## src/rtl/tw_core_pkg.sv

```systemverilog
// tw_core_pkg: shared encodings for the tw_core tiny accumulator core.
//   op_e   - 4-bit instruction opcodes (1010 is deliberately illegal)
//   mode_e - privilege modes; 2'b11 is never entered
package tw_core_pkg;

  typedef enum logic [3:0] {
    OP_ADD_A   = 4'b0000,
    OP_MOV_AB  = 4'b0001,
    OP_IN_A    = 4'b0010,
    OP_MOV_AI  = 4'b0011,
    OP_MOV_BA  = 4'b0100,
    OP_ADD_B   = 4'b0101,
    OP_IN_B    = 4'b0110,
    OP_MOV_BI  = 4'b0111,
    OP_NOP     = 4'b1000,
    OP_OUT_B   = 4'b1001,
    OP_ILL     = 4'b1010,
    OP_OUT_IMM = 4'b1011,
    OP_SWAP    = 4'b1100,
    OP_SYS     = 4'b1101,
    OP_JNC     = 4'b1110,
    OP_JMP     = 4'b1111
  } op_e;

  typedef enum logic [1:0] {
    MODE_USER = 2'b00,
    MODE_PRIV = 2'b01,
    MODE_EXC  = 2'b10
  } mode_e;

endpackage

```

## src/rtl/tw_core_exec.sv

```systemverilog
// tw_core_exec: purely combinational execute stage of tw_core.
// Given the architectural state and the fetched instruction, produces the
// next register banks, pc, mode and out value, plus the exception flag.
// On an exception every next-state output equals the current state except
// mode/pc, which point at {EXC,0}. Interrupts and halting are the top's job.
//   mode/pc/saved_ip      current control state
//   opcode/imm            fetched instruction fields
//   in_val/out_cur        input port value, current out register
//   usr_*/prv_*           current user and priv banks (A, B, C)
//   nxt_*                 next-state values, exc = instruction faults
module tw_core_exec
  import tw_core_pkg::*;
#(
  parameter int DATA_W = 4,
  parameter int PC_W   = 4
) (
  input  mode_e             mode,
  input  logic [PC_W-1:0]   pc,
  input  logic [PC_W:0]     saved_ip,
  input  op_e               opcode,
  input  logic [DATA_W-1:0] imm,
  input  logic [DATA_W-1:0] in_val,
  input  logic [DATA_W-1:0] out_cur,
  input  logic [DATA_W-1:0] usr_a,
  input  logic [DATA_W-1:0] usr_b,
  input  logic              usr_c,
  input  logic [DATA_W-1:0] prv_a,
  input  logic [DATA_W-1:0] prv_b,
  input  logic              prv_c,
  output mode_e             nxt_mode,
  output logic [PC_W-1:0]   nxt_pc,
  output logic [DATA_W-1:0] nxt_out,
  output logic [DATA_W-1:0] nxt_usr_a,
  output logic [DATA_W-1:0] nxt_usr_b,
  output logic              nxt_usr_c,
  output logic [DATA_W-1:0] nxt_prv_a,
  output logic [DATA_W-1:0] nxt_prv_b,
  output logic              nxt_prv_c,
  output logic              exc
);

  // imm is widened so jump-target range checks work for any DATA_W/PC_W mix.
  localparam int IW = (DATA_W > PC_W) ? DATA_W : PC_W;

  logic              user_mode;
  logic [DATA_W-1:0] act_a, act_b, new_a, new_b;
  logic              act_c, new_c;
  logic [IW-1:0]     imm_x;
  logic [PC_W-1:0]   tgt;
  logic              tgt_bad, imm_free, seq;
  logic [PC_W:0]     pc_inc;

  always_comb begin
    // NOTE: every output gets a default before any branch so no path leaves a
    // value unassigned (which would infer a latch); blocking '=' is correct
    // here because later statements read the values set earlier.
    nxt_mode  = mode;
    nxt_pc    = pc;
    nxt_out   = out_cur;
    nxt_usr_a = usr_a;
    nxt_usr_b = usr_b;
    nxt_usr_c = usr_c;
    nxt_prv_a = prv_a;
    nxt_prv_b = prv_b;
    nxt_prv_c = prv_c;
    exc       = 1'b0;
    seq       = 1'b1;

    user_mode = (mode == MODE_USER);
    act_a     = user_mode ? usr_a : prv_a;
    act_b     = user_mode ? usr_b : prv_b;
    act_c     = user_mode ? usr_c : prv_c;
    new_a     = act_a;
    new_b     = act_b;
    new_c     = 1'b0;     // only ADD leaves a carry behind

    imm_x     = IW'(imm);
    tgt       = imm_x[PC_W-1:0];
    tgt_bad   = (imm_x >> PC_W) != '0;
    pc_inc    = {1'b0, pc} + (PC_W+1)'(1);

    // Only the ??11 immediates, the two ADDs and JNC may carry a nonzero imm.
    imm_free  = (opcode[1:0] == 2'b11) || (opcode == OP_ADD_A) ||
                (opcode == OP_ADD_B)   || (opcode == OP_JNC);
    if ((imm != '0) && !imm_free) exc = 1'b1;

    case (opcode)
      OP_ADD_A:   {new_c, new_a} = {1'b0, act_a} + {1'b0, imm};
      OP_MOV_AB:  new_a = act_b;
      OP_IN_A:    new_a = in_val;
      OP_MOV_AI:  new_a = imm;
      OP_MOV_BA:  new_b = act_a;
      OP_ADD_B:   {new_c, new_b} = {1'b0, act_b} + {1'b0, imm};
      OP_IN_B:    new_b = in_val;
      OP_MOV_BI:  new_b = imm;
      OP_NOP:     ;
      OP_OUT_B:   nxt_out = act_b;
      OP_OUT_IMM: nxt_out = imm;
      OP_SWAP:    if (user_mode) exc = 1'b1;
      OP_SYS: begin
        seq = 1'b0;
        if (user_mode) begin
          nxt_mode = MODE_PRIV;
          nxt_pc   = '0;
        end else if (saved_ip[PC_W]) begin
          exc = 1'b1;   // return address ran past the end of program space
        end else begin
          nxt_mode = MODE_USER;
          nxt_pc   = saved_ip[PC_W-1:0];
        end
      end
      OP_JNC: begin
        if (tgt_bad) exc = 1'b1;
        if (!act_c) begin
          seq    = 1'b0;
          nxt_pc = tgt;
        end
      end
      OP_JMP: begin
        if (tgt_bad) exc = 1'b1;
        seq    = 1'b0;
        nxt_pc = tgt;
      end
      default:    exc = 1'b1;
    endcase

    // Falling off the end of program space faults rather than wrapping.
    if (seq) begin
      if (pc_inc[PC_W]) exc = 1'b1;
      else              nxt_pc = pc_inc[PC_W-1:0];
    end

    if (user_mode) begin
      nxt_usr_a = new_a;
      nxt_usr_b = new_b;
      nxt_usr_c = new_c;
    end else begin
      nxt_prv_a = new_a;
      nxt_prv_b = new_b;
      nxt_prv_c = new_c;
    end

    // SWAP only retires outside USER, so the priv bank is the active one and
    // its C has already been cleared above.
    if (opcode == OP_SWAP) begin
      nxt_usr_a = prv_a;
      nxt_prv_a = usr_a;
    end

    if (exc) begin
      nxt_out   = out_cur;
      nxt_usr_a = usr_a;
      nxt_usr_b = usr_b;
      nxt_usr_c = usr_c;
      nxt_prv_a = prv_a;
      nxt_prv_b = prv_b;
      nxt_prv_c = prv_c;
      nxt_mode  = MODE_EXC;
      nxt_pc    = '0;
    end
  end

endmodule

```

## src/rtl/tw_core.sv

```systemverilog
// tw_core: single-cycle tiny core with user/priv register banks, software
// and hardware interrupts, and double-fault halt.
//   clock   sole clock        reset   synchronous active-high reset
//   addr    {mode, pc} fetch  data    {opcode, imm} for the current addr
//   in      input port        out     registered output port
//   irq     level interrupt   irq_ack one-cycle pulse after interrupt entry
//   halted  stopped after an exception raised in EXC mode
module tw_core
  import tw_core_pkg::*;
#(
  parameter int DATA_W  = 4,
  parameter int PC_W    = 4,
  parameter int IRQ_VEC = 2 ** (PC_W - 1)
) (
  input  logic              clock,
  input  logic              reset,
  output logic [PC_W+1:0]   addr,
  input  logic [DATA_W+3:0] data,
  input  logic [DATA_W-1:0] in,
  output logic [DATA_W-1:0] out,
  input  logic              irq,
  output logic              irq_ack,
  output logic              halted
);

  mode_e             mode_q, mode_d, x_mode;
  logic [PC_W-1:0]   pc_q, pc_d, x_pc;
  logic [PC_W:0]     saved_ip_q, saved_ip_d;
  logic [DATA_W-1:0] out_q, out_d, x_out;
  logic [DATA_W-1:0] usr_a_q, usr_a_d, x_usr_a, usr_b_q, usr_b_d, x_usr_b;
  logic [DATA_W-1:0] prv_a_q, prv_a_d, x_prv_a, prv_b_q, prv_b_d, x_prv_b;
  logic              usr_c_q, usr_c_d, x_usr_c, prv_c_q, prv_c_d, x_prv_c;
  logic              irq_ack_q, irq_ack_d, halted_q, halted_d, x_exc;

  tw_core_exec #(.DATA_W(DATA_W), .PC_W(PC_W)) u_exec (
    .mode      (mode_q),
    .pc        (pc_q),
    .saved_ip  (saved_ip_q),
    .opcode    (op_e'(data[DATA_W+3:DATA_W])),
    .imm       (data[DATA_W-1:0]),
    .in_val    (in),
    .out_cur   (out_q),
    .usr_a     (usr_a_q),
    .usr_b     (usr_b_q),
    .usr_c     (usr_c_q),
    .prv_a     (prv_a_q),
    .prv_b     (prv_b_q),
    .prv_c     (prv_c_q),
    .nxt_mode  (x_mode),
    .nxt_pc    (x_pc),
    .nxt_out   (x_out),
    .nxt_usr_a (x_usr_a),
    .nxt_usr_b (x_usr_b),
    .nxt_usr_c (x_usr_c),
    .nxt_prv_a (x_prv_a),
    .nxt_prv_b (x_prv_b),
    .nxt_prv_c (x_prv_c),
    .exc       (x_exc)
  );

  // Priority below reset: halted > exception > interrupt > normal retire.
  always_comb begin
    mode_d     = mode_q;
    pc_d       = pc_q;
    saved_ip_d = saved_ip_q;
    out_d      = out_q;
    usr_a_d    = usr_a_q;
    usr_b_d    = usr_b_q;
    usr_c_d    = usr_c_q;
    prv_a_d    = prv_a_q;
    prv_b_d    = prv_b_q;
    prv_c_d    = prv_c_q;
    halted_d   = halted_q;
    irq_ack_d  = 1'b0;

    if (!halted_q) begin
      if (x_exc) begin
        if (mode_q == MODE_EXC) begin
          halted_d = 1'b1;         // double fault: freeze everything
        end else begin
          mode_d = x_mode;
          pc_d   = x_pc;
        end
      end else if (irq && (mode_q == MODE_USER)) begin
        // The interrupted instruction is abandoned and re-fetched on IRET.
        saved_ip_d = {1'b0, pc_q};
        mode_d     = MODE_PRIV;
        pc_d       = PC_W'(IRQ_VEC);
        irq_ack_d  = 1'b1;
      end else begin
        mode_d  = x_mode;
        pc_d    = x_pc;
        out_d   = x_out;
        usr_a_d = x_usr_a;
        usr_b_d = x_usr_b;
        usr_c_d = x_usr_c;
        prv_a_d = x_prv_a;
        prv_b_d = x_prv_b;
        prv_c_d = x_prv_c;
        if (mode_q == MODE_USER) saved_ip_d = {1'b0, pc_q} + (PC_W+1)'(1);
      end
    end
  end

  // NOTE: state registers use non-blocking '<=' so every flop samples the
  // pre-edge values; all architectural state is reset, including both banks.
  always_ff @(posedge clock) begin
    if (reset) begin
      mode_q     <= MODE_USER;
      pc_q       <= '0;
      saved_ip_q <= '0;
      out_q      <= '0;
      usr_a_q    <= '0;
      usr_b_q    <= '0;
      usr_c_q    <= 1'b0;
      prv_a_q    <= '0;
      prv_b_q    <= '0;
      prv_c_q    <= 1'b0;
      irq_ack_q  <= 1'b0;
      halted_q   <= 1'b0;
    end else begin
      mode_q     <= mode_d;
      pc_q       <= pc_d;
      saved_ip_q <= saved_ip_d;
      out_q      <= out_d;
      usr_a_q    <= usr_a_d;
      usr_b_q    <= usr_b_d;
      usr_c_q    <= usr_c_d;
      prv_a_q    <= prv_a_d;
      prv_b_q    <= prv_b_d;
      prv_c_q    <= prv_c_d;
      irq_ack_q  <= irq_ack_d;
      halted_q   <= halted_d;
    end
  end

  assign addr    = {mode_q, pc_q};
  assign out     = out_q;
  assign irq_ack = irq_ack_q;
  assign halted  = halted_q;

endmodule

```

## config.mk

```make
export PLATFORM = sky130hd
export DESIGN_NAME = tw_core
export DESIGN_NICKNAME = d
export VERILOG_FILES = /design/src/rtl/tw_core_pkg.sv /design/src/rtl/tw_core_exec.sv /design/src/rtl/tw_core.sv
export SDC_FILE = /design/constraint.sdc
export NUM_CORES = 1
export LEC_CHECK = 0
export CAP_MARGIN = 20
export CORE_MARGIN = 2
export CORE_UTILIZATION = 25
export DETAILED_ROUTE_END_ITERATION = 10
export PLACE_DENSITY_LB_ADDON = 0.25
export SLEW_MARGIN = 10
export SYNTH_ARGS = -nofsm -noshare
export SYNTH_HDL_FRONTEND = slang
export SYNTH_SLANG_ARGS = --single-unit
```

## constraint.sdc

```tcl
create_clock -name clock -period 2.7 [get_ports clock]
set_clock_uncertainty 0.05 [all_clocks]
set_input_delay 0.27 -clock clock [delete_from_list [all_inputs] [get_ports clock]]
set_output_delay 0.27 -clock clock [all_outputs]
set_load 0.05 [all_outputs]
```

## Word-level counts from Yosys, hierarchy flattened

Index checks and enable logic that the tools add are counted.

| storage, ports and cells | value |
|---|---|
| flip-flop bits (word level) | 35 |
| output and inout port bits | 12 |
| word-level logic and storage cells | 102 |
| input bits | 15 |

| cells by class | value |
|---|---|
| bitwise operators | 4 |
| add/subtract/negate cells | 3 |
| reduce and logical (&&, ||, !) cells | 22 |
| eq/ne operators | 18 |
| multiplexer cells | 43 |

Operators by type and width:

| operator | number |
|---|---|
| 4-bit 2-to-1 mux | 15 |
| 4-bit case mux with 4 select lines | 2 |
| 4-bit == test (second input constant) | 7 |
| 4-bit AND reduction | 5 |
| 4-bit by 3-bit == test with 1-bit output (second input constant) | 4 |
| 2-bit 2-to-1 mux | 7 |
| 13-bit OR reduction | 1 |
| 1-bit 2-to-1 mux | 12 |
| 4-bit case mux with 3 select lines | 1 |
| 4-bit by 4-bit adder with 5-bit output | 2 |
| 5-bit 2-to-1 mux | 2 |
| 4-bit by 2-bit == test with 1-bit output (second input constant) | 2 |
| 4-bit case mux with 2 select lines | 1 |
| 2-bit nonzero test | 3 |
| 4-bit by 1-bit adder with 5-bit output (second input constant) | 1 |
| 2-bit == test (second input constant) | 2 |
| 4-bit by 1-bit == test with 1-bit output (second input constant) | 1 |
| 4-bit zero test | 1 |
| 2-bit != test (second input constant) | 2 |
| 1-bit NOT | 4 |
| 1-bit case mux with 2 select lines | 2 |
| 4-bit nonzero test | 1 |
| 1-bit logical OR | 3 |
| 1-bit case mux with 3 select lines | 1 |
| 7 further kinds | 8 |

## Longest topological paths before layout

Gate-level depths: netlist (run 1).

| depth | value |
|---|---|
| word-level depth | 15 |
| mapped depth | 13 |
| gate-level depth less buffers | 11 |

## Modules after synthesis

A second synthesis (run 1) with hierarchy kept.

| unflattened totals | value |
|---|---|
| cell total of the unflattened synthesis | 408 |
| area, all modules | 3110.5 um^2 |

Modules (own cells, without submodules):

| module | area an instance (um^2) | cells each | seq. area each (um^2) | times used |
|---|---|---|---|---|
| tw_core_exec | 1629.1 | 236 | 0.0 | 1 |
| tw_core | 1481.4 | 172 | 700.7 | 1 |

## Worst setup path after synthesis (run 1)

Ideal clock, no wire load.

| timing path | value |
|---|---|
| kind | register to register |
| from | register mode_q[1] |
| to | register usr_a_q[1] |
| clock period less this slack | 3.056 ns |
| path buffers | 2 |
| setup slack | -0.356 ns |
| stages on the path, launching flop included | 12 |
| library setup time | 0.071 ns |
| data arrival time | 2.936 ns |
| cells stage by stage | dfxtp_1 -> clkbuf_1 -> nor2_1 -> buf_2 -> mux2_2 -> inv_1 -> fa_1 -> nor2b_1 -> o311ai_0 -> o221ai_1 -> a21o_1 -> a21oi_1 |

| between the ends | value |
|---|---|
| longest elaborated chain between the ends | 7 |

Ends and longest elaborated chain:

| element | line | text |
|---|---|---|
| start, declared | tw_core.sv:26 | `mode_e mode_q, mode_d, x_mode;` |
| start signal, assigned | tw_core.sv:122 | `mode_q <= mode_d;` |
| 2-bit zero test (*) | tw_core_exec.sv:69, tw_core.sv:84 |  |
| parallel branches: the longest is 6 deep, another holds 4-bit by 4-bit adder with 5-bit output | -- |  |
| end signal, assigned | tw_core.sv:126 | `usr_a_q <= usr_a_d;` |
| end, declared | tw_core.sv:30 | `logic [DATA_W-1:0] usr_a_q, usr_a_d, x_usr_a, usr_b_q, usr_b_d, x_usr_b;` |

Every way passes the cells marked *. The select of a mux whose other input is x is not followed.
A chain may end at the register's enable or synchronous reset.

## Worst setup path in the final report (run 1)

| timing path | value |
|---|---|
| from | register mode_q[0] |
| to | register prv_b_q[3] |

| between the ends | value |
|---|---|
| longest elaborated chain between the ends | 7 |

Ends and longest elaborated chain:

| element | line | text |
|---|---|---|
| 2-bit zero test (*) | tw_core_exec.sv:69, tw_core.sv:84 |  |
| parallel branches: the longest is 6 deep, another holds 4-bit by 4-bit adder with 5-bit output | -- |  |
| end signal, assigned | tw_core.sv:130 | `prv_b_q <= prv_b_d;` |
| end, declared | tw_core.sv:31 | `logic [DATA_W-1:0] prv_a_q, prv_a_d, x_prv_a, prv_b_q, prv_b_d, x_prv_b;` |

Every way passes the cells marked *.

==> impl_metrics.py, run 1 <==
metrics = {
    "status": {
        "status": "finished, final reports clean",
    },
    "finish": {
        "layoutNonFillerInstCount": 511,
        "stdcell_area_um2": 3460,
        "fill_cells": 1046,
        "synthToLayoutAreaGrowth_pct": 35.2,
        "fin_util_pct": 35.1,
        "num_antenna_cells": 0,
        "drive_gt1_share_pct": 24.1,
        "nets": 403,
    },
    "worst_setup_path": {
        "reg2reg_to": "prv_b_q[3]$_SDFFE_PP0P_",
        "setup.worst_path.end_class": "flip-flop",
        "crit_fanout": 11,
        "crit_end": "prv_b_q[3]$_SDFFE_PP0P_",
        "ff2ff_path_depth": 11,
        "r2r_start": "mode_q[0]$_SDFFE_PP0P_",
        "critPathKind": "flip-flop to flip-flop",
        "worstPathArrival_ns": 2.73,
        "start_kind": "flip-flop",
        "r2r_slack_ns": 0.10,
        "cp.required_ns": 2.83,
        "critPathLaunch": "mode_q[0]$_SDFFE_PP0P_",
    },
    "route": {
        "wirelength_um": 8480,
        "drc": 0,
        "drt-wirelength-per-cell_um": 16.6,
        "vias": 2637,
        "vias_per_cell": 5.16,
        "dr.pass1.iters": 4,
        "drtIter0Drc": 178,
        "antenna_left": 0,
    },
    "sta": {
        "setup-violations-final": 0,
        "max_freq_ghz": 0.385,
        "layout_min_cycle_time_ns": 2.60,
        "hold_viol": 0,
        "rsz0062_at_grt": "false",
        "tns_ns": 0,
        "final-max-slew-violation-count": 0,
        "max-slew-margin-rel_pct": 66.2,
        "worst-slew-pin-transition_ns": 0.505,
        "period_share_pct": 96.1,
        "layout_setup_ws_ns": 0.105,
        "holdWs_ns": 0.420,
    },
    "yosys": {
        "synth_fa_ha_area_share_pct": 5.96,
        "synth_mux_area_share_pct": 13.2,
        "synth-compound-area-share_pct": 23.8,
        "synth_area_um2": 2560,
        "synthSimpleGateAreaFrac_pct": 21.8,
        "ys_warn_count": 0,
        "synth_edf_count": 0,
        "synth.net_count": 342,
        "syn_area_per_cell_um2": 8.10,
        "ys_ff_latch": 35,
        "ys_async_sr_fraction_pct": 0,
        "synthCells": 316,
        "synthXorXnorAreaFrac_pct": 3.08,
        "synth_flop_cell": "dfxtp_1",
        "ys_seq_area_share_pct": 27.4,
        "synth_top_family_by_area": "compound AO/OA/AOI/OAI gates",
        "synth_cell_types": 61,
    },
    "power": {
        "pwr-share-comb_pct": 34.2,
        "p_leak_nw": 1.42,
        "p_sw_uw": 513,
        "powerDensity_nw_per_um2": 431,
        "power.share.clock_pct": 27.6,
        "pwr-share-seq_pct": 38.2,
        "swShare_pct": 34.4,
        "peakVddDrop_mv": 0.185,
        "intPower_uw": 978,
        "p_total_mw": 1.49,
    },
    "grt": {
        "grt_busiest_layer": "met2",
        "grt_pass1_wl_um": 14000,
        "use_met1_pct": 20.5,
        "antenna_found_initial": 0,
        "use_met2_pct": 27.3,
        "grt_pass1_vias": 2712,
        "grt_max_degree": 24,
        "globalRouteOverflowTotal": 0,
        "grtUsageMet3_pct": 2.93,
        "grt.total_usage_pct": 15.9,
    },
    "placed_design": {
        "place_ws_ns": -0.0416,
        "port-buffer-count": 26,
        "dp.cells": 503,
        "placed_cell_area_um2": 3290,
        "dp_hpwl_um": 6660,
        "gp_congestion": 0.904,
    },
    "cts": {
        "clock_latency_ns": 0.29,
        "cts_buffers": 5,
        "ctsHtreeMaxLevel": 2,
        "cts_buffer_depth": 2,
        "cts_sinks": 35,
        "cts_tree": "done",
        "holdBufCountCts": 0,
        "cts_root_buf": "clkbuf_8",
        "clkTransAtPathRegs_ns": 0.08,
    },
    "floorplanning": {
        "dieArea_um2": 11100,
        "io_pins": 27,
        "num_rows": 36,
        "fp.dieH_um": 105,
        "core_um2": 9860,
        "die_w_um": 105,
        "initial_utilization_pct": 26.0,
    },
    "run": {
        "maxCapViolations": 0,
    },
    "min_path": {
        "hold_path.class": "flip-flop to flip-flop",
    },
}
critical path: stages (launching register included):
cell	delay (ns)
dfxtp_4	0.35
buf_4	0.17
or3b_2	0.47
nand2_1	0.11
ha_1	0.23
a21o_1	0.16
a21oi_2	0.16
xor2_1	0.16
o211a_1	0.16
nor3_1	0.05
buf_4	0.14
mux2_1	0.27
timing repair:
action | in CTS | in global routing
buffers inserted | 0 | 0
setup endpoints to repair | 0 | 14
resized for setup | 0 | 19
power groups by stage:
stage,logic [mW],clock network (mW),registers (mW)
global route,0.555,0.450,0.573
finish,0.509,0.412,0.569
CTS,0.491,0.428,0.567
detailed placement,0.488,0,0.579
global placement,0.488,0,0.579
floorplan,0.263,0,0.605
cells by family (layout without fill, tap and decap cells):
kind of cell / Yosys count / in the layout
xor gates and xnor gates: 9 / 9
AOI/OAI and AO/OA: 89 / 89
DFF: 35 / 35
buffers and inverters: 30 / 92
muxes: 31 / 31
adders and majority gates: 11 / 11
and+or+nand+nor: 111 / 111
cell usage after synthesis, types with 8 or more instances:
cell type	number	area share, %
nand2_1	23	3.4
a21oi_1	26	5.1
inv_1	9	1.3
nor2_1	32	4.7
a21o_1	8	2.3
nor2b_1	9	2.2
o21ai_0	12	2.3
mux2i_1	21	8.2
nand3_1	12	2.3
clkbuf_1	11	1.6
nor3_1	11	2.2
dfxtp_1	35	27
ha_1	9	4.4
per-layer routing:
metal | vias to the layer above | wire length, µm | part of all wire [%]
met4 | 0 | 108 | 1.3
met1 | 1277 | 3880 | 46
met2 | 65 | 4120 | 49
met3 | 8 | 366 | 4.3
met5 | - | 0 | 0
li1 | 1287 | - | -
worst min-delay path by stage:
stage	startpoint	end	slack [ns]	depth (start not counted)
detailed placement	prv_a_q[0]$_SDFFE_PP0P_	prv_a_q[0]$_SDFFE_PP0P_	0.41	2
CTS	prv_a_q[0]$_SDFFE_PP0P_	prv_a_q[0]$_SDFFE_PP0P_	0.42	2
finish	prv_a_q[0]$_SDFFE_PP0P_	prv_a_q[0]$_SDFFE_PP0P_	0.42	2
global placement	usr_a_q[1]$_SDFFE_PP0P_	usr_a_q[1]$_SDFFE_PP0P_	0.40	2
global route	usr_a_q[0]$_SDFFE_PP0P_	usr_a_q[0]$_SDFFE_PP0P_	0.46	2
floorplan	usr_a_q[0]$_SDFFE_PP0P_	usr_a_q[0]$_SDFFE_PP0P_	0.39	2
flip-flops by register name, indices dropped and copies added (netlist names):
signal and flops:
irq_ack 1, prv_c_q 1, halted 1, prv_b_q 4, out 4, prv_a_q 4, usr_b_q 4, usr_a_q 4
saved_ip_q 5, pc_q 4, mode_q 2, usr_c_q 1
layout by cell type, fill, tap and decap left out, drive strengths merged, types with 10 or more instances in the layout:
cell type | netlist | final
a21oi | 26 | 26
buf | 9 | 48
clkdlybuf4s50 | 0 | 26
dfxtp | 35 | 35
inv | 10 | 10
mux2i | 21 | 21
nand2 | 23 | 23
nand3 | 14 | 14
nor2 | 32 | 32
nor3 | 12 | 12
o21ai | 15 | 15
layout make-up:
type | instances | area, µm² | area share [%]
repair buffers | 74 | 637 | 18.4
well taps | 133 | 166 | 4.81
flip-flops and latches | 35 | 706 | 20.4
inverters | 10 | 37.5 | 1.08
clock inverters | 1 | 5.00 | 0.145
multi-input cells | 251 | 1820 | 52.7
clock buffers | 7 | 86.3 | 2.49
No activity file was read; power rests on OpenSTA's default activity.
==> inputs of run 2 (changes only) <==
CORE_ASPECT_RATIO = 1.5   (was not set)
CORE_MARGIN = not set   (was 2)
==> impl_metrics.py, run 2 (same netlist as run 1, synthesis figures left out) <==
metrics = {
    "sta": {
        "setup-violations-final": 0,
        "period_share_pct": 97.4,
        "max_freq_ghz": 0.380,
        "hold_viol": 0,
        "final-max-slew-violation-count": 0,
        "max-slew-margin-rel_pct": 65.7,
        "layout_min_cycle_time_ns": 2.63,
        "holdWs_ns": 0.429,
        "worst-slew-pin-transition_ns": 0.512,
    },
    "grt": {
        "antenna_found_initial": 0,
        "globalRouteOverflowTotal": 0,
        "grt_max_degree": 37,
        "grt.total_usage_pct": 16.6,
        "grt_pass1_vias": 2666,
        "grt_pass1_wl_um": 13700,
    },
    "route": {
        "dr.pass1.iters": 6,
        "drc": 0,
        "wirelength_um": 8450,
        "vias": 2599,
        "drt-wirelength-per-cell_um": 17.2,
        "antenna_left": 0,
        "drtIter0Drc": 108,
        "vias_per_cell": 5.30,
    },
    "cts": {
        "cts_root_buf": "clkbuf_16",
        "cts_buffer_depth": 2,
        "clkTransAtPathRegs_ns": 0.06,
        "postCtsSetupRepairBufs": 0,
        "cts_sinks": 35,
        "ctsHtreeMaxLevel": 2,
        "clock_latency_ns": 0.28,
        "cts_tree": "done",
        "cts_buffers": 5,
    },
    "finish": {
        "mostFrequentLayoutCells": "43 x buf_4, 33 x dfxtp_1, 31 x nor2_1",
        "synthToLayoutAreaGrowth_pct": 34.8,
        "final_common_cell": "buf_4",
        "nets": 400,
        "num_antenna_cells": 0,
        "layoutNonFillerInstCount": 490,
        "largest_register_ffs": 5,
        "fill_cells": 1069,
        "largest-register": "saved_ip_q",
        "drive_gt1_share_pct": 22.4,
    },
    "floorplanning": {
        "io_pins": 27,
        "core_um2": 9800,
        "fp.dieH_um": 126,
        "die_w_um": 84.6,
        "dieArea_um2": 10700,
        "initial_utilization_pct": 26.1,
        "num_rows": 44,
    },
    "worst_setup_path": {
        "ff2ff_path_depth": 11,
        "cp.required_ns": 2.80,
        "crit_path_cell_trace": "nor2_4 -> buf_6 -> buf_6 -> mux2_2 -> ha_1 -> xor2_1 -> o21ai_0 -> nand2_1 -> a21oi_1 -> a211oi_1 -> o41ai_1",
        "path_depth": 11,
        "setup.worst_path.end_class": "flip-flop",
        "max_stage_delay_ns": 0.46,
        "start_kind": "flip-flop",
        "cp_top_family": "compound AO/OA/AOI/OAI gates",
        "cp_slowest_cell": "a211oi_1",
        "critical_path_buf_inv_count": 2,
        "critPathKind": "flip-flop to flip-flop",
        "worstPathArrival_ns": 2.73,
        "path_common_cell": "buf_6",
        "crit_fanout": 9,
    },
    "placed_design": {
        "dp.cells": 482,
        "dp_hpwl_um": 6500,
        "port-buffer-count": 26,
        "gp_congestion": 0.872,
    },
    "min_path": {
        "hold_path.class": "flip-flop to flip-flop",
        "holdPathStages": 2,
    },
    "run": {
        "maxCapViolations": 0,
    },
    "power": {
        "powerDensity_nw_per_um2": 499,
        "p_total_mw": 1.72,
        "peakVddDrop_mv": 0.275,
        "p_leak_nw": 1.43,
    },
    "status": {
        "status": "finished, final reports clean",
    },
}
[run 2: through the flow]
| stage | setup slack, ns | utilization [%] | cell area, µm² | TNS, ns |
|---|---|---|---|---|
| finish | 0.0713 | 35.2 | 3450 | 0 |
| global route | -0.0131 | 35.2 | 3450 | -0.0131 |
| CTS | 0.00326 | 34.8 | 3410 | 0 |
| detailed placement | -0.150 | 33.0 | 3230 | -0.601 |
| global placement | -0.153 | 33.0 | 3230 | -0.634 |
| floorplan | 0.00351 | - | 2580 | 0 |
[run 2: worst reg2reg max path, stage by stage (launching register included)]
cell      delay (ns)
dfxtp_4         0.35
nor2_4          0.12
buf_6           0.14
buf_6           0.15
mux2_2          0.38
ha_1            0.33
xor2_1          0.15
o21ai_0         0.09
nand2_1         0.08
a21oi_1         0.06
a211oi_1        0.46
o41ai_1         0.16
[run 2: final cells by class]
cell class / count / area [µm²] / area share (%)
Inverter: 10 / 37.5 / 1.09
Multi-Input combinational cell: 251 / 1790 / 51.9
Clock inverter: 3 / 43.8 / 1.27
Timing Repair Buffer: 71 / 606 / 17.5
Sequential cell: 35 / 706 / 20.4
Clock buffer: 5 / 125 / 3.62
Tap cell: 115 / 144 / 4.17
[run 2: worst paths after layout]
kind,startpoint,end,slack [ns]
hold / removal,usr_a_q[1]$_SDFFE_PP0P_,usr_a_q[1]$_SDFFE_PP0P_,0.43
setup reg to reg,mode_q[0]$_SDFFE_PP0P_,usr_a_q[2]$_SDFFE_PP0P_,0.07
setup / recovery,mode_q[0]$_SDFFE_PP0P_,usr_a_q[2]$_SDFFE_PP0P_,0.07
hold reg to reg,usr_a_q[1]$_SDFFE_PP0P_,usr_a_q[1]$_SDFFE_PP0P_,0.43
[run 2: timing repair]
item | CTS | global route
setup endpoints to repair | 2 | 13
pin swaps | 0 | 0
cloned | 0 | 0
hold buffers | 0 | 0
gates resized for setup | 2 | 12
[run 2: power breakdown]
group | switching (mW) | leakage, nW | total, mW | internal (mW)
Clock | 0.231 | 0.0838 | 0.666 | 0.435
Sequential | 0.0272 | 0.285 | 0.570 | 0.543
Combinational | 0.274 | 1.06 | 0.486 | 0.211
[run 2: per-layer routing]
metal / track usage, % / part of all wire [%]
met5: 0 / 0
met3: 2.49 / 3.2
met4: 7.98 / 3.8
met2: 30.5 / 53
met1: 18.4 / 40
==> RTL change: new RTL, settings of run 1 <==
Take the reset off `pc_q`, `usr_a_q` and `usr_b_q` and load them in a clocked block of their own.
--- a/src/rtl/tw_core.sv
+++ b/src/rtl/tw_core.sv
@@ -108,9 +108,6 @@
     if (reset) begin
       mode_q     <= MODE_USER;
-      pc_q       <= '0;
       saved_ip_q <= '0;
       out_q      <= '0;
-      usr_a_q    <= '0;
-      usr_b_q    <= '0;
       usr_c_q    <= 1'b0;
       prv_a_q    <= '0;
@@ -121,9 +118,6 @@
     end else begin
       mode_q     <= mode_d;
-      pc_q       <= pc_d;
       saved_ip_q <= saved_ip_d;
       out_q      <= out_d;
-      usr_a_q    <= usr_a_d;
-      usr_b_q    <= usr_b_d;
       usr_c_q    <= usr_c_d;
       prv_a_q    <= prv_a_d;
@@ -135,4 +129,10 @@
   end
 
+  always_ff @(posedge clock) begin
+    pc_q    <= pc_d;
+    usr_a_q <= usr_a_d;
+    usr_b_q <= usr_b_d;
+  end
+
   assign addr    = {mode_q, pc_q};
   assign out     = out_q;
Check against the original RTL: not equivalent (a bounded check fails within 4 cycles, from zero or initial values and one cycle with reset high).
==> RTL change against run 1 <==
  * Sequential power grew 18%
  * Sequential share of layout area grew 4.3 points
  * Worst setup slack gained 0.063 ns
  * Non-clock buffer count shrank 4
  * Clock power grew 7.3%
  * Routed wire length shrank 6.6%
  * Synthesized area is essentially flat
  * Cell area shrank 3.6%
  * Critical path depth shrank 2
  * Power grew 28%
  * Sequential cell count is the same
  * Cell count shrank 3.5%
  * Largest power group is now combinational cells
==> RTL change: results (changes against run 1) <==
\begin{tabular}{lr}
\hline
Metric & Value \\
\hline
\multicolumn{2}{l}{\textbf{Min path}} \\
\quad Beginning of the worst hold path & out[1] \\
\quad End of the worst hold path & out[1] \\
\multicolumn{2}{l}{\textbf{Place}} \\
\quad Number of placed instances, taps included & 485 (-3.6\%) \\
\quad Placed instance area & 3220 um\^{}2 (-2.0\%) \\
\quad Hpwl dp & 6110 um (-8.3\%) \\
\quad Placement-stage worst setup slack & -0.0288 ns (+0.0128 ns) \\
\multicolumn{2}{l}{\textbf{Routing}} \\
\quad Detailed-route wire length on metal 1 & 3990 um (+2.6\%) \\
\quad DRC marker count from the first detailed-route iteration & 234 (+31\%) \\
\quad Drt total wl & 7920 um (-6.6\%) \\
\quad Number of vias per cell after detailed routing & 5.08 (-1.5\%) \\
\multicolumn{2}{l}{\textbf{GRT}} \\
\quad GR met1 Demand/Resource & 21.8\% (+1.4 points) \\
\quad First-pass GRT wire length & 12,500 um (-11\%) \\
\quad GR Util met2 & 21.2\% (-6.1 points) \\
\quad GRT Overall Usage & 14.3\% (-1.6 points) \\
\multicolumn{2}{l}{\textbf{Run status}} \\
\quad Outcome & finished clean \\
\multicolumn{2}{l}{\textbf{Setup path}} \\
\quad Reg-to-Reg End & prv\_b\_q[1] \\
\quad Largest stage delay on the critical path & 0.49 ns (+0.02 ns) \\
\quad RR Startpoint & mode\_q[1] \\
\multicolumn{2}{l}{\textbf{Logic synthesis}} \\
\quad Post-synthesis net count & 326 (-4.7\%) \\
\quad Adder and majority cell fraction of the synthesized area & 5.96\% (about the same) \\
\quad Complex-gate fraction of the synthesized area & 20.5\% (-3.3 points) \\
\quad Multiplexer fraction of the synthesized cell area & 9.57\% (-3.6 points) \\
\quad Netlist cell types & 62 (+1.6\%) \\
\quad Commonest cells in the netlist & sky130\_fd\_sc\_hd\_\_nor2\_1, sky130\_fd\_sc\_hd\_\_nand2\_1, sky130\_fd\_sc\_hd\_\_a21oi\_1 \\
\multicolumn{2}{l}{\textbf{Timing}} \\
\quad Worst-margin pin slew & 0.822 ns (+0.317 ns) \\
\multicolumn{2}{l}{\textbf{Layout}} \\
\quad Share of final-layout standard cells stronger than drive strength 1 & 20.3\% (-3.8 points) \\
\quad Number of nets in the final layout & 385 (-4.5\%) \\
\multicolumn{2}{l}{\textbf{Pwr}} \\
\quad Static Leakage & 1.34 nW (-5.5\%) \\
\hline
\end{tabular}
[RTL change: cell count changes in the layout (fill, tap and decap cells not counted), moves of 4 or more]
cell                       before  now
sky130_fd_sc_hd__a21o_1         8    2
sky130_fd_sc_hd__dfxtp_1       33   21
sky130_fd_sc_hd__nand2_1       23   31
sky130_fd_sc_hd__edfxtp_1       0   12
sky130_fd_sc_hd__mux2i_1       20   14
sky130_fd_sc_hd__nand3_1       12    6
sky130_fd_sc_hd__o21ai_0       12   16
sky130_fd_sc_hd__a21oi_2        5    0
sky130_fd_sc_hd__nor4_1         0    4
sky130_fd_sc_hd__nor3_1        11    6
[RTL change: repair_timing]
item                       in CTS  in global routing
gates resized for setup         1                  2
buffers inserted                0                  0
setup endpoints to repair       2                  5
[RTL change: power breakdown]
group	total (mW)	switching, mW	internal, mW
clock	0.442	0.204	0.238
combinational	0.790	0.440	0.349
sequential	0.674	0.0559	0.618
[RTL change: worst max-delay path by stage]
stage               from         end  slack, ns  cells past startpoint
3_5_place_dp   mode_q[1]  prv_a_q[1]      -0.03                     11
2_1_floorplan    pc_q[0]  usr_b_q[0]       0.03                      7
3_3_place_gp   mode_q[1]  prv_a_q[1]      -0.02                     11
4_1_cts        mode_q[1]  prv_a_q[1]       0.06                     11
5_1_grt        mode_q[1]  prv_b_q[1]      0.003                      9
6_report       mode_q[1]  prv_b_q[1]       0.17                      9
[RTL change: final cells by class]
| type | count | area, um^2 |
|---|---|---|
| tap | 133 | 166 |
| timing repair buffer | 70 | 603 |
| clock inverter | 2 | 12.5 |
| sequential | 35 | 823 |
| clock buffer | 6 | 93.8 |
| fill | 1004 | 6530 |
| multi-input combinational | 236 | 1600 |
| inverter | 11 | 41.3 |
